## config.mk

```make
export PLATFORM = sky130hd
export DESIGN_NAME = modn_counter_ctrl
export DESIGN_NICKNAME = d
export VERILOG_FILES = /design/src/rtl/modn_counter_ctrl.sv
export SDC_FILE = /design/constraint.sdc
export NUM_CORES = 1
export LEC_CHECK = 0
export CAP_MARGIN = 20
export CORE_ASPECT_RATIO = 2
export CORE_MARGIN = 2
export CORE_UTILIZATION = 35
export DETAILED_ROUTE_END_ITERATION = 16
export SYNTH_ARGS = -nofsm -noshare
export SYNTH_HDL_FRONTEND = slang
export SYNTH_SLANG_ARGS = --single-unit
```

## constraint.sdc

```tcl
create_clock -name clk -period 2.2 [get_ports clk]
set_clock_uncertainty 0.15 [all_clocks]
set_input_delay 0.44 -clock clk [delete_from_list [all_inputs] [get_ports clk]]
set_output_delay 0.44 -clock clk [all_outputs]
set_load 0.05 [all_outputs]
```

## src/rtl/modn_counter_ctrl.sv

```systemverilog
// -----------------------------------------------------------------------------
// modn_counter_ctrl
//
// Run-control sequencer for a programmable mod-N count datapath. Downstream
// timing logic uses the wrap/done strobes instead of its own free-running
// mod-N counter.
//
// The modulus and repeat count are loaded through a valid/ready handshake.
// Loads are accepted only while idle or done. The sequencer then handles
// start, pause/resume, abort and completion of the count.
//
// Ports
//   clk        system clock, rising edge
//   reset      asynchronous, active-high reset
//   cfg_valid  configuration offer
//   cfg_ready  configuration accepted this cycle (IDLE or DONE)
//   cfg_n      requested modulus, legal 2..2^WIDTH-1
//   cfg_reps   wraps before DONE, 0 = run continuously
//   cfg_err    one-cycle pulse: offered cfg_n was rejected
//   start      start from IDLE/DONE, resume from HOLD
//   stop       pause from RUN, abort from HOLD (wins over start)
//   en         count enable, effective in RUN only
//   count      current count value
//   wrap       one-cycle pulse when count returns to 0 from N-1
//   done       one-cycle pulse on entry to DONE
//   busy       high in RUN or HOLD
//   state      IDLE=0, RUN=1, HOLD=2, DONE=3
//   wrap_cnt   wraps since the last start, saturating
//
// State  | meaning
// -------+---------------------------------------------------------------
// IDLE   | configured, not counting; accepts configuration and start
// RUN    | counting on en; strobes wrap and, on the last repeat, done
// HOLD   | paused with count and remaining wraps frozen; start resumes
// DONE   | repeat count exhausted; count parked at 0, wrap_cnt kept
// -----------------------------------------------------------------------------
module modn_counter_ctrl #(
  parameter int WIDTH     = 4,
  parameter int DEFAULT_N = 10,
  parameter int RW        = 8
) (
  input  logic             clk,
  input  logic             reset,
  input  logic             cfg_valid,
  output logic             cfg_ready,
  input  logic [WIDTH-1:0] cfg_n,
  input  logic [RW-1:0]    cfg_reps,
  output logic             cfg_err,
  input  logic             start,
  input  logic             stop,
  input  logic             en,
  output logic [WIDTH-1:0] count,
  output logic             wrap,
  output logic             done,
  output logic             busy,
  output logic [1:0]       state,
  output logic [RW-1:0]    wrap_cnt
);

  typedef enum logic [1:0] {
    IDLE = 2'd0,
    RUN  = 2'd1,
    HOLD = 2'd2,
    DONE = 2'd3
  } state_t;

  // The modulus register is one bit wider than the count. DEFAULT_N may be
  // 2^WIDTH, which would not fit in WIDTH bits.
  localparam logic [WIDTH:0]   N_RST   = (WIDTH + 1)'(DEFAULT_N);
  localparam logic [WIDTH:0]   ONE_N   = (WIDTH + 1)'(1);
  localparam logic [WIDTH-1:0] ONE_C   = WIDTH'(1);
  localparam logic [WIDTH-1:0] MIN_N   = WIDTH'(2);
  localparam logic [RW-1:0]    ONE_R   = RW'(1);
  localparam logic [RW-1:0]    ZERO_R  = '0;

  state_t           state_q,    state_d;
  logic [WIDTH-1:0] count_q,    count_d;
  logic [WIDTH:0]   mod_q,      mod_d;
  logic [RW-1:0]    reps_q,     reps_d;
  logic [RW-1:0]    rem_q,      rem_d;
  logic [RW-1:0]    wrap_cnt_q, wrap_cnt_d;
  logic             wrap_q,     wrap_d;
  logic             done_q,     done_d;
  logic             cfg_err_q,  cfg_err_d;

  logic             cfg_xfer;
  logic             at_last;
  logic [WIDTH:0]   mod_m1;
  logic [RW-1:0]    wrap_cnt_inc;

  assign cfg_ready    = (state_q == IDLE) || (state_q == DONE);
  assign cfg_xfer     = cfg_valid && cfg_ready;
  assign mod_m1       = mod_q - ONE_N;
  assign at_last      = ({1'b0, count_q} == mod_m1);
  assign wrap_cnt_inc = (wrap_cnt_q == '1) ? wrap_cnt_q : wrap_cnt_q + ONE_R;

  always_comb begin
    state_d    = state_q;
    count_d    = count_q;
    mod_d      = mod_q;
    reps_d     = reps_q;
    rem_d      = rem_q;
    wrap_cnt_d = wrap_cnt_q;
    wrap_d     = 1'b0;
    done_d     = 1'b0;
    cfg_err_d  = 1'b0;

    unique case (state_q)
      IDLE, DONE: begin
        // A handshake in this cycle takes priority over start. The start
        // request is dropped even when the offer is rejected.
        if (cfg_xfer) begin
          if (cfg_n >= MIN_N) begin
            mod_d   = {1'b0, cfg_n};
            reps_d  = cfg_reps;
            state_d = IDLE;
            count_d = '0;
          end else begin
            cfg_err_d = 1'b1;
          end
        end else if (start && !stop) begin
          state_d    = RUN;
          count_d    = '0;
          wrap_cnt_d = '0;
          rem_d      = reps_q;
        end
      end

      RUN: begin
        if (stop) begin
          state_d = HOLD;
        end else if (en) begin
          if (at_last) begin
            count_d    = '0;
            wrap_d     = 1'b1;
            wrap_cnt_d = wrap_cnt_inc;
            if (reps_q != ZERO_R) begin
              rem_d = rem_q - ONE_R;
              if (rem_q == ONE_R) begin
                state_d = DONE;
                done_d  = 1'b1;
              end
            end
          end else begin
            count_d = count_q + ONE_C;
          end
        end
      end

      HOLD: begin
        if (stop) begin
          state_d = IDLE;
          count_d = '0;
        end else if (start) begin
          state_d = RUN;
        end
      end

      default: state_d = IDLE;
    endcase
  end

  always_ff @(posedge clk or posedge reset) begin
    if (reset) begin
      state_q    <= IDLE;
      count_q    <= '0;
      mod_q      <= N_RST;
      reps_q     <= '0;
      rem_q      <= '0;
      wrap_cnt_q <= '0;
      wrap_q     <= 1'b0;
      done_q     <= 1'b0;
      cfg_err_q  <= 1'b0;
    end else begin
      state_q    <= state_d;
      count_q    <= count_d;
      mod_q      <= mod_d;
      reps_q     <= reps_d;
      rem_q      <= rem_d;
      wrap_cnt_q <= wrap_cnt_d;
      wrap_q     <= wrap_d;
      done_q     <= done_d;
      cfg_err_q  <= cfg_err_d;
    end
  end

  assign count    = count_q;
  assign wrap     = wrap_q;
  assign done     = done_q;
  assign cfg_err  = cfg_err_q;
  assign wrap_cnt = wrap_cnt_q;
  assign state    = state_q;
  assign busy     = (state_q == RUN) || (state_q == HOLD);

endmodule

```

* Word level (Yosys, flattened, before mapping)
Cells that the tools add are included.
** Cells by class
- Equal/unequal tests :: 21
- Reduce and logical (&&, ||, !) cells :: 14
- Shift operators :: 0
- Multiplexer cells :: 46
- $mul :: 0
- Magnitude comparators :: 1
- Div/mod/pow operators :: 0
- Add/sub/neg operators :: 4
- Bitwise logic cells :: 0
** Operator list (number)
- 2-to-1 mux 8 bit :: 12
- case mux 8 bit (2 select lines) :: 2
- 2-to-1 mux 4 bit :: 7
- inequality test 3 bit (second input constant) :: 7
- AND reduction 7 bit :: 3
- 2-to-1 mux 2 bit :: 10
- inequality test 2 bit (second input constant) :: 8
- 2-to-1 mux 1 bit :: 13
- case mux 4 bit (3 select lines) :: 1
- adder 8 x 1 -> 8 bit (second input constant) :: 1
- == test 8 x 1 -> 1 bit (second input constant) :: 1
- == test 8 bit (second input constant) :: 1
- nonzero test 8 bit :: 1
- subtractor 8 x 1 -> 8 bit (second input constant) :: 1
- case mux 2 bit (3 select lines) :: 1
- == test 4 x 5 -> 1 bit :: 1
- AND reduction 5 bit :: 1
- subtractor 4 x 1 -> 5 bit (second input constant) :: 1
- adder 4 x 1 -> 4 bit (second input constant) :: 1
- == test 2 bit (second input constant) :: 2
- >= comparator 4 x 2 -> 1 bit (second input constant) :: 1
- AND reduction 3 bit :: 1
- == test 2 x 1 -> 1 bit (second input constant) :: 1
- logical AND 1 bit :: 2
- 5 further kinds :: 6
** Storage, ports and cells
- Bits of input ports :: 18
- Memory bits (writable) :: 0
- Register bits after elaboration :: 37
- Memories :: 0
- Output and inout port bits :: 19
- Bits in latches :: 0
- Word-level logic and storage cells :: 95
- Memory bits (read-only) :: 0

* Logic depth before layout (Yosys ltp)
Gate-level depths: netlist of run 1.
- Word-level depth :: 7
- Depth in mapped cells :: 8
- Depth with buffers taken out :: 7

* Worst setup path before layout of run 1
Ideal clock, no wire load.
- Path kind :: register to register
- From :: register state_q[0], in the netlist state[0]
- To :: register rem_q[5]
- Clock period less this slack :: 2.979 ns
- Path slack :: -0.779 ns
- Stages on the path, launching flop included :: 9
- Required time :: 1.901 ns
- Library setup time :: 0.149 ns
- Arrival :: 2.680 ns
- Buffers on the path :: 1
- Path through :: dfrtp_1 inv_1 ha_1 mux2i_1 a211oi_2 o21ai_1 clkbuf_1 a2111oi_0 a221oi_1
** On the way
- Cells in the longest elaborated chain, start to end :: 5
- Elaborated cells between the ends (all ways) :: 15
- Classes of those cells :: eq/ne: 8; mux: 1; reduce/logical: 6
** RTL lines
- from (decl) :: RTL line 76 : state_t state_q, state_d;
- from (signal assigned) :: RTL line 175 : state_q <= state_d;
- == test 2 bit or logical NOT 2 bit (tied branches) :: RTL line 91 : assign cfg_ready = (state_q == IDLE) || (state_q == DONE);
- logical OR 1 bit (*) :: RTL line 91
- net cfg_ready :: RTL line 45 : output logic cfg_ready,
- logical AND 1 bit (*) :: RTL line 92 : assign cfg_xfer = cfg_valid && cfg_ready;
- inequality test 2 bit (no line) (*)
- AND reduction 7 bit (no line) (*)
- to (signal assigned) :: RTL line 179 : rem_q <= rem_d;
- to (decl) :: RTL line 80 : logic [RW-1:0] rem_q, rem_d;
The timed path passes the listed nets; every way through them passes the cells marked *.
A chain may end at the register's enable or synchronous reset.

* Worst setup path in the final report of run 1
- From :: register mod_q[1]
- To :: register rem_q[7]
** On the way
- Cells in the longest elaborated chain, start to end :: 4
** RTL lines
- from (decl) :: RTL line 78 : logic [WIDTH:0] mod_q, mod_d;
- from (signal assigned) :: RTL line 177 : mod_q <= mod_d;
- subtractor 4 x 1 -> 5 bit :: RTL line 93 : assign mod_m1 = mod_q - ONE_N;
- == test 4 x 5 -> 1 bit :: RTL line 94 : assign at_last = ({1'b0, count_q} == mod_m1);
- inequality test 2 bit (no line)
- AND reduction 7 bit (no line)
No other way between the ends.

==> flow_metrics.tcl, run 1 <==
set metrics [dict create \
    status "complete, but fails checks" \
    violations "setup timing" \
    r2r_end "rem_q[7]$_DFFE_PP0P_" \
    post_dp_cell_area_sq_um 3169 \
    slew_headroom 0.6683 \
    overflow 0 \
    hold_path_depth 1 \
    gp_congestion 0.8223 \
    synth_flop_cell "dfrtp_1" \
    min_to "count[0]$_DFFE_PP0P_" \
    drtIter0Drc 135 \
    synth_edf_count 0 \
    path_max_fanout 7 \
    ant_nets 0 \
    setup_violations 2 \
    rows 41 \
    clk_pin_slew_ns 0.06 \
    startpoint_type "register" \
    ys_async_sr_fraction 1.000 \
    synth_top_area_cell "dfrtp_1" \
    arrival_ns 2.33 \
    routed_wl_um 6650 \
    synth_fp_nets 258 \
    post_drt_wl_per_cell_um 16.02 \
    grtUsageMet3 0.03212 \
    period_share 1.027 \
    dr.pass1.iters 4 \
    grt_use_met1 0.2318 \
    ir_drop_mv 1.389 \
    hold-worst-slack_ns 0.3893 \
    grt_pass1_vias 2247 \
    finalHoldViolCount 0 \
    start_util 0.3576 \
    gr-usage-met2 0.3326 \
    synth.area.top_cells "dfrtp_1, mux2_2, ha_1" \
    grt_pass1_wl_um 10380 \
    clock_path_buffers 2 \
    antennaDiodeCount 0 \
    grt_max_degree 38 \
    fp.dieH_um 116.6 \
    synth-seq-area-share 0.4183 \
    ys_ff_latch 37 \
    clock_latency_ns 0.28 \
    ys_top_cells_by_count "dfrtp_1, nand2_1, inv_1, nand3_1" \
    yosysWarnings 0 \
    critPathKind "reg2reg" \
    fmax_mhz 442.5 \
    fp.coreArea_sq_um 6207 \
    areaGrowthSynthToFinish_pct 62.06 \
    finalInstanceArea_sq_um 3597 \
    tns_ns -0.09335 \
    nets 353 \
    syn_inst 233 \
    vias 2260 \
    syn_avg_cell_area_sq_um 9.526 \
    leakage_uw 0.001482 \
    reg2reg_slack_ns -0.06 \
    dp_hpwl_um 4707 \
    cts_hold_buf 0 \
    power.density_nw_per_um2 1743 \
    cp.required_ns 2.27 \
    hp-start "count[0]$_DFFE_PP0P_" \
    fin_crit_ns 2.260 \
    io_buffers 36 \
    post-route-util 0.5795 \
    die_area_sq_um 7033 \
    rsz0062_at_grt "yes" \
    final_max_slew_viol_count 0 \
    drc 0 \
    synth_cell_types 53 \
    cts_inserted_buffers 5 \
    drive_gt1_frac 0.4134 \
    yosys.area.top_type_share 0.3946 \
    antenna_found_initial 0 \
    die_w_um 60.31 \
    setup_slack_ns -0.05994 \
    cts_tree "yes" \
    maxCapViolCount 0 \
    htree_levels 2 \
    numClockSinks 37 \
    worstMarginPinSlew_ns 0.4960 \
    reg2reg_depth 8 \
    end_kind "register" \
    top_usage_layer "met2" \
    syn_area_sq_um 2220 \
    r2r_start "mod_q[1]$_DFFE_PP1P_" \
    min_path_type "reg2reg" \
    via_per_inst 5.446 \
    root_buffer "clkbuf_16" \
    synth.most_common_cell "dfrtp_1" \
    globalRouteTotalUtil 0.1936 \
    io_pins 37 \
]
-- cells by family (layout without fill, tap and decap cells) --
logic type	Yosys count	in the layout	share of synthesized area
compound gates	50	50	0.1725
xor+xnor	6	6	0.02368
fa+ha+maj	7	7	0.03946
buf+inv	22	118	0.03776
flops	37	37	0.4183
mux	13	13	0.06483
simple gates	98	98	0.2435
-- power breakdown --
part           switching, uW  internal (uW)  total, uW  leakage (uW)
sequential               308            990       1300      0.000439
combinational           2190           1930       4120      0.000959
clock                    286            567        852     0.0000841
total                   2780           3490       6270       0.00148
-- how the worst max path moves through the flow --
| stage | from | endpoint | slack, ns | cells after the start |
|---|---|---|---|---|
| after floorplan | state[0]$_DFFE_PP0P_ | wrap_cnt[2]$_DFFE_PP0P_ | -0.17 | 7 |
| after global placement | en | state[0]$_DFFE_PP0P_ | -0.22 | 6 |
| after detailed placement | en | state[0]$_DFFE_PP0P_ | -0.34 | 6 |
| after CTS | mod_q[1]$_DFFE_PP1P_ | wrap_cnt[2]$_DFFE_PP0P_ | -0.04 | 7 |
| after global routing | state[0]$_DFFE_PP0P_ | wrap_cnt[2]$_DFFE_PP0P_ | -0.09 | 9 |
| final | mod_q[1]$_DFFE_PP1P_ | rem_q[7]$_DFFE_PP0P_ | -0.06 | 8 |
-- cell type report --
cell class | instances | area [sq um]
fillers | 537 | 2610
repair buffers | 98 | 844.6
inverters | 12 | 45.04
flip-flops and latches | 37 | 934.6
well taps | 86 | 107.6
clock inverters | 1 | 30.03
multi-input cells | 174 | 1493
clock buffers | 7 | 142.6
-- critical path, stage by stage, from the launching register on --
cell and delay, ns:
dfstp_2 0.54, inv_2 0.04, ha_4 0.22, xnor2_4 0.15, a211oi_4 0.21, buf_6 0.17
nand4_1 0.13, or4_4 0.50, nand3_2 0.08
-- flip-flops by register name (all words and copies together), names as in the netlist --
| register | flops |
|---|---|
| count | 4 |
| reps_q | 8 |
| cfg_err | 1 |
| wrap_cnt | 8 |
| wrap | 1 |
| mod_q | 4 |
| done | 1 |
| state | 2 |
| rem_q | 8 |
-- what timing repair did --
action | CTS | global route
pin swaps | 1 | 14
resized for setup | 14 | 28
setup buffers | 2 | 4
setup endpoints to repair | 22 | 20
endpoints found under the hold margin | 0 | 0
-- per-layer routing --
metal / routed length [um] / vias up / part of all wire
met1: 2631 / 1105 / 0.40
met4: 169 / 0 / 0.025
met5: 0 / - / 0
met3: 297 / 14 / 0.045
met2: 3551 / 74 / 0.53
li1: - / 1067 / -
-- placed cells by master (no fill, tap or decap), drive strengths merged, types with 4 or more instances in the layout --
cell type      count
a21oi              5
and3               9
buf               70
clkbuf             7
clkdlybuf4s50     27
dfrtp             35
ha                 7
inv               12
mux2              11
nand2             21
nand2b             4
nand3             13
nand4              5
nor2              11
nor2b              5
nor3               5
nor4               5
o211ai             7
o21ai             11
or3                4
or4                7
xnor2              4
-- metrics by stage --
stage               power, uW  setup slack [ns]  instances
floorplan                3365           -0.1706        233
finish                   6268          -0.05994        415
CTS                      5932          -0.04345        411
global placement         4791           -0.2151        401
global route             6587          -0.09249        415
detailed placement       4859           -0.3359        401
No activity file was read; power rests on OpenSTA's default activity.
==> run 2: changes to the inputs <==
CTS_CLUSTER_DIAMETER = 30   (was not set)
==> results of run 2 <==
No change in the layout: final DEF, timing and power equal those of run 1.
==> run 3: changes to the inputs <==
CAP_MARGIN = not set   (was 20)
clock period = 2.7 ns   (was 2.2 ns; I/O delays follow)
==> run 3 against run 2 <==
Compared with the run above:
- the run now ends clean
- first-iteration DRC count is 3.0% lower
- setup slack better by 0.15 ns
- wire length is 13% lower
==> flow_metrics.tcl, run 3 (same netlist as run 1, synthesis figures left out) <==
set metrics [dict create \
    status "finished clean" \
    leakage_uw 0.001183 \
    setup_slack_ns 0.08718 \
    grt_max_degree 38 \
    period_share 0.9677 \
    maxCapViolCount 0 \
    start_util 0.3576 \
    fmax_mhz 382.7 \
    fp.dieH_um 116.6 \
    cts_inserted_buffers 5 \
    setup_violations 0 \
    via_per_inst 5.417 \
    post_drt_wl_per_cell_um 15.59 \
    fin_crit_ns 2.613 \
    cts_hold_buf 0 \
    reg2reg_slack_ns 0.12 \
    layout.cells.non_filler 369 \
    grt_pass1_wl_um 9694 \
    finalInstanceArea_sq_um 2950 \
    post_dp_cell_area_sq_um 2795 \
    drc 0 \
    clk_pin_slew_ns 0.06 \
    min_path_type "reg2reg" \
    ir_drop_mv 0.6087 \
    startpoint_type "register" \
    root_buffer "clkbuf_16" \
    cpPeakStageDelay_ns 0.80 \
    cts_tree "yes" \
    vias 1999 \
    arrival_ns 1.92 \
    htree_levels 2 \
    cp.required_ns 2.01 \
    final_max_slew_viol_count 0 \
    rows 41 \
    drtIter0Drc 131 \
    finalHoldViolCount 0 \
    fp.coreArea_sq_um 6207 \
    fillCellCount 605 \
    critPathKind "reg2out" \
    total_power_uw 4012 \
    die_area_sq_um 7033 \
    crit_chain "inv_1 -> ha_4 -> inv_1 -> clkdlybuf4s50_1" \
    ant_nets 0 \
    io_pins 37 \
    nets 307 \
    numClockSinks 37 \
    most-common-layout-cells "clkdlybuf4s50_1, dfrtp_1, nand2_1" \
    die_w_um 60.31 \
    cp_common_cell "inv_1" \
    routed_wl_um 5754 \
    regArea_sq_um 929.6 \
    drive_gt1_frac 0.1555 \
    slew_headroom 0.6447 \
    overflow 0 \
    grt_pass1_vias 2014 \
    end_kind "output pin" \
    gp_congestion 0.8519 \
    antennaDiodeCount 0 \
    areaGrowthSynthToFinish_pct 32.92 \
    dr.pass1.iters 4 \
    rsz0062_at_grt "no" \
    post-place-ws_ns -0.01429 \
    clock_path_buffers 2 \
    dp_hpwl_um 4260 \
    power.density_nw_per_um2 1360 \
    final_common_cell "clkdlybuf4s50_1" \
    multiInputGateArea_sq_um 1229 \
    worstMarginPinSlew_ns 0.5321 \
    dp.cells 361 \
    antenna_found_initial 0 \
    globalRouteTotalUtil 0.1826 \
    cpMaxStageDelayCell "clkdlybuf4s50_1" \
    clock_latency_ns 0.29 \
    io_buffers 36 \
    path_max_fanout 9 \
]
## run 3: worst max-delay path: cells and delay by family (launching register included)
kind       cells  cell delay, ns
fa+ha+maj      1            0.25
flops          1            0.41
buf+inv        3            0.97
## run 3: per-stage QoR
step	hold WS, ns	setup TNS [ns]	util
after floorplan	0.3440	0	-
after detailed placement	0.3688	-0.01429	0.4503
after global routing	0.4197	0	0.4753
after global placement	0.3763	-0.03199	0.4503
final	0.3822	0	0.4753
after CTS	0.3817	0	0.4739
## run 3: path summary, 6_finish.rpt
| kind | end | depth (start not counted) | start |
|---|---|---|---|
| worst max-delay path | busy | 4 | state[0]$_DFFE_PP0P_ |
| worst min-delay path | rem_q[1]$_DFFE_PP0P_ | 1 | rem_q[1]$_DFFE_PP0P_ |
| worst max register to register | rem_q[2]$_DFFE_PP0P_ | 7 | mod_q[1]$_DFFE_PP1P_ |
| worst min register to register | rem_q[1]$_DFFE_PP0P_ | 1 | rem_q[1]$_DFFE_PP0P_ |
| max in group asynchronous | state[0]$_DFFE_PP0P_ | 3 | reset |
| min in group asynchronous | wrap_cnt[0]$_DFFE_PP0P_ | 3 | reset |
## run 3: repair_timing
action	in CTS	in global routing
gates resized for setup	0	2
setup endpoints to repair	0	2
setup buffers	0	0
## run 3: power by group
| part | internal [uW] | total [uW] | switching (uW) |
|---|---|---|---|
| logic | 954 | 2340 | 1390 |
| clock network | 368 | 594 | 225 |
| registers | 805 | 1080 | 273 |
## run 3: final cells by class
class	count	area share
multi-input cells	174	0.4165
flip-flops and latches	37	0.3151
repair buffers	52	0.1671
clock buffers	8	0.04962
well taps	86	0.03647
inverters	12	0.01527
## run 3: routing by layer
layer	GRT usage	vias to the layer above	wire length, um
met5	0	-	0
met4	0.07259	0	109
met3	0.03876	7	232
met2	0.2986	58	2898
met1	0.2293	963	2513
li1	-	971	-
==> edit (flow settings as in run 2) <==
The parameter `RW` goes from 8 to 4.
--- a/src/rtl/modn_counter_ctrl.sv
+++ b/src/rtl/modn_counter_ctrl.sv
@@ -39,3 +39,3 @@
   parameter int DEFAULT_N = 10,
-  parameter int RW        = 8
+  parameter int RW        = 4
 ) (
Ports: changed (resized cfg_reps and wrap_cnt); port bits go from 37 to 29. No check against the original RTL was run, so the function may have changed too.
==> edit against run 2 <==
  * The flow still finishes with violations (setup timing)
  * Sequential cell count shrank 12
  * Sequential power shrank 38%
  * Final area is 42% lower
  * Routed wire length shrank 46%
  * Die area fell by 31%
  * Maximum frequency increased by 1.2%
  * Power fell by 52%
  * Setup slack gained 28 ps
  * Area after synthesis decreased by 33%
  * Critical path type unchanged
  * Critical endpoint is now done$_DFF_PP0_
==> edit: results (changes against run 2) <==
result of the run - complete, but fails checks (unchanged)
violated checks - setup timing (unchanged)
hold slack final - 367.2 ps (was 389.3 ps)
Final Wtd Congestion - 0.8026 (was 0.8223)
top post-synthesis cells by area - dfrtp_1, ha_1, mux2_2 (was dfrtp_1, mux2_2, ha_1)
reg2reg start - mod_q[1]$_DFFE_PP1P_ (unchanged)
Clock Pin Slew Worst Setup and Hold Paths - 80 ps (was 60 ps)
number of global-route vias before repair - 1409 (was 2247)
Hold Path Class - input port to asynchronous set/reset pin (was flip-flop to flip-flop)
Seq/Total Area, Yosys - 42.15% (was 41.83%)
Detailed Route Iter0 Violations - 28 (was 135)
H-tree lvl count - 1 (was 2)
ANT cells - 0 (unchanged)
Worst EP arrival - 2290 ps (was 2330 ps)
IO Port Bufs - 28 (was 36)
gr ovfl total - 0 (unchanged)
Leakage Power - 0.9268 nW (was 1.482 nW)
post-synth cell types - 46 (was 53)
fin worst setup slack - -32.21 ps (was -59.94 ps)
CTS Buffer Depth - 2 (unchanged)
final setup vio count - 4 (was 2)
first-pass GRT wire length - 6044 um (was 10380 um)
crit path max fanout - 3 (was 7)
DRC - 0 (unchanged)
RR Endpoint - done$_DFF_PP0_ (was rem_q[7]$_DFFE_PP0P_)
Clock Tree Root - clkbuf_8 (was clkbuf_16)
Pre-antenna DRT Iters - 6 (was 4)
filler cell count - 367 (was 537)
predominant post-synthesis flop cell - dfrtp_1 (unchanged)
syn nets - 173 (was 258)
CP max stage delay - 560 ps (was 540 ps)
nets - 216 (was 353)
Synth top cells by count - dfrtp_1, inv_1, nor2_1 (was dfrtp_1, nand2_1, inv_1, nand3_1)
maximum vdd drop - 801.2 uV (was 1389 uV)
asr flop ratio synth - 100.0% (unchanged)
worst skew pair latency - 270 ps
synth warn - 0 (unchanged)
depth of the worst register-to-register path - 7 (was 8)
number of CTS-inserted buffers - 3 (was 5)
Total Routed Length - 3618 um (was 6650 um)
initial antenna violation count - 0 (unchanged)
dpl hpwl - 2844 um (was 4707 um)
largest net degree at the start of global routing - 26 (was 38)
EDFF count, synth - 0 (unchanged)
CP max-delay cell - dfstp_2 (unchanged)
Slew @ Worst Pin - 500.3 ps (was 496.0 ps)
GRT Total Usage - 16.29% (was 19.36%)
Via density - 5.419 (was 5.446)
pre-CTS setup slack - -65.84 ps (was -335.9 ps)
share of cells above drive strength 1 - 27.84% (was 41.34%)
[edit: cell types whose count changed in the layout (fill, tap and decap cells not counted), sizes merged, moves of 4 or more]
cell / change
o21ai: -7
mux2: -4
buf: -48
clkdlybuf4s50: -5
nand2: -15
nand3: -7
dfrtp: -12
clkbuf: -4
nor2b: -4
and3: -7
or4: -6
[edit: how the worst max path moves through the flow]
stage                                    start                 endpoint  slack (ps)  depth (start not counted)
final                     mod_q[1]$_DFFE_PP1P_           done$_DFF_PP0_         -30                          7
after detailed placement             cfg_valid     count[2]$_DFFE_PP0P_         -70                          6
after floorplan           state[0]$_DFFE_PP0P_  wrap_cnt[0]$_DFFE_PP0P_           8                          8
after global routing      mod_q[1]$_DFFE_PP1P_           done$_DFF_PP0_        -120                          7
after global placement    mod_q[1]$_DFFE_PP1P_           done$_DFF_PP0_         -70                          7
after CTS                 mod_q[1]$_DFFE_PP1P_           done$_DFF_PP0_         -70                          7
[edit: what timing repair did]
item	4_1_cts	5_1_grt
buffers inserted	1	0
resized for setup	4	10
gates cloned	0	0
endpoints found under the setup margin	12	15
pin swaps	1	2
[edit: cell type report]
type	count	share of cell area, %
clock buffer	3	1.968
sequential	25	30.05
timing repair buffer	46	21.11
inverter	15	2.683
multi-input combinational	104	40.85
tap	52	3.101
clock inverter	1	0.2385
[edit: logic make-up (layout without fill, tap and decap cells)]
group	Yosys count	in the layout	synth area share (%)
and+or+nand+nor	47	47	17.38
DFF	25	25	42.15
xor gates and xnor gates	6	6	3.526
AOI/OAI and AO/OA	35	35	17.80
adders and majority gates	7	7	5.877
buffers and inverters	23	65	6.633
muxes	9	9	6.633
[edit: through the flow]
stage          instance area, um^2  TNS, ps  power, W  std cells
2_1_floorplan                 1539        0  0.002111        152
3_3_place_gp                  1968   -178.6  0.002607        241
3_5_place_dp                  1968   -417.9  0.002668        241
4_1_cts                       2038   -164.3  0.002993        246
5_1_grt                       2098   -621.0  0.003256        246
6_report                      2098   -59.88  0.003039        246
[edit: routing by layer]
| metal | wire (um) | part of all wire [%] | global-route usage, % | up-vias |
|---|---|---|---|---|
| met3 | 68 | 1.9 | 1.708 | 7 |
| met1 | 1278 | 35 | 16.53 | 662 |
| met4 | 79 | 2.2 | 8.333 | 0 |
| met2 | 2191 | 61 | 31.58 | 25 |
| met5 | 0 | 0 | 0 | - |
| li1 | - | - | - | 639 |
[edit: power by group]
part	switching, W	internal, W
logic	0.00109	0.000873
clock network	0.000146	0.000127
registers	0.000161	0.000642
[edit: worst max-delay path, delay by kind of cell (launching register included)]
family | cells | cell delay, ps
AND/OR/NAND/NOR | 3 | 780
flip-flops | 1 | 560
AO/OA/AOI/OAI | 1 | 290
adder cells (fa/ha/maj) | 1 | 230
XOR/XNOR | 1 | 120
buffers and inverters | 1 | 50
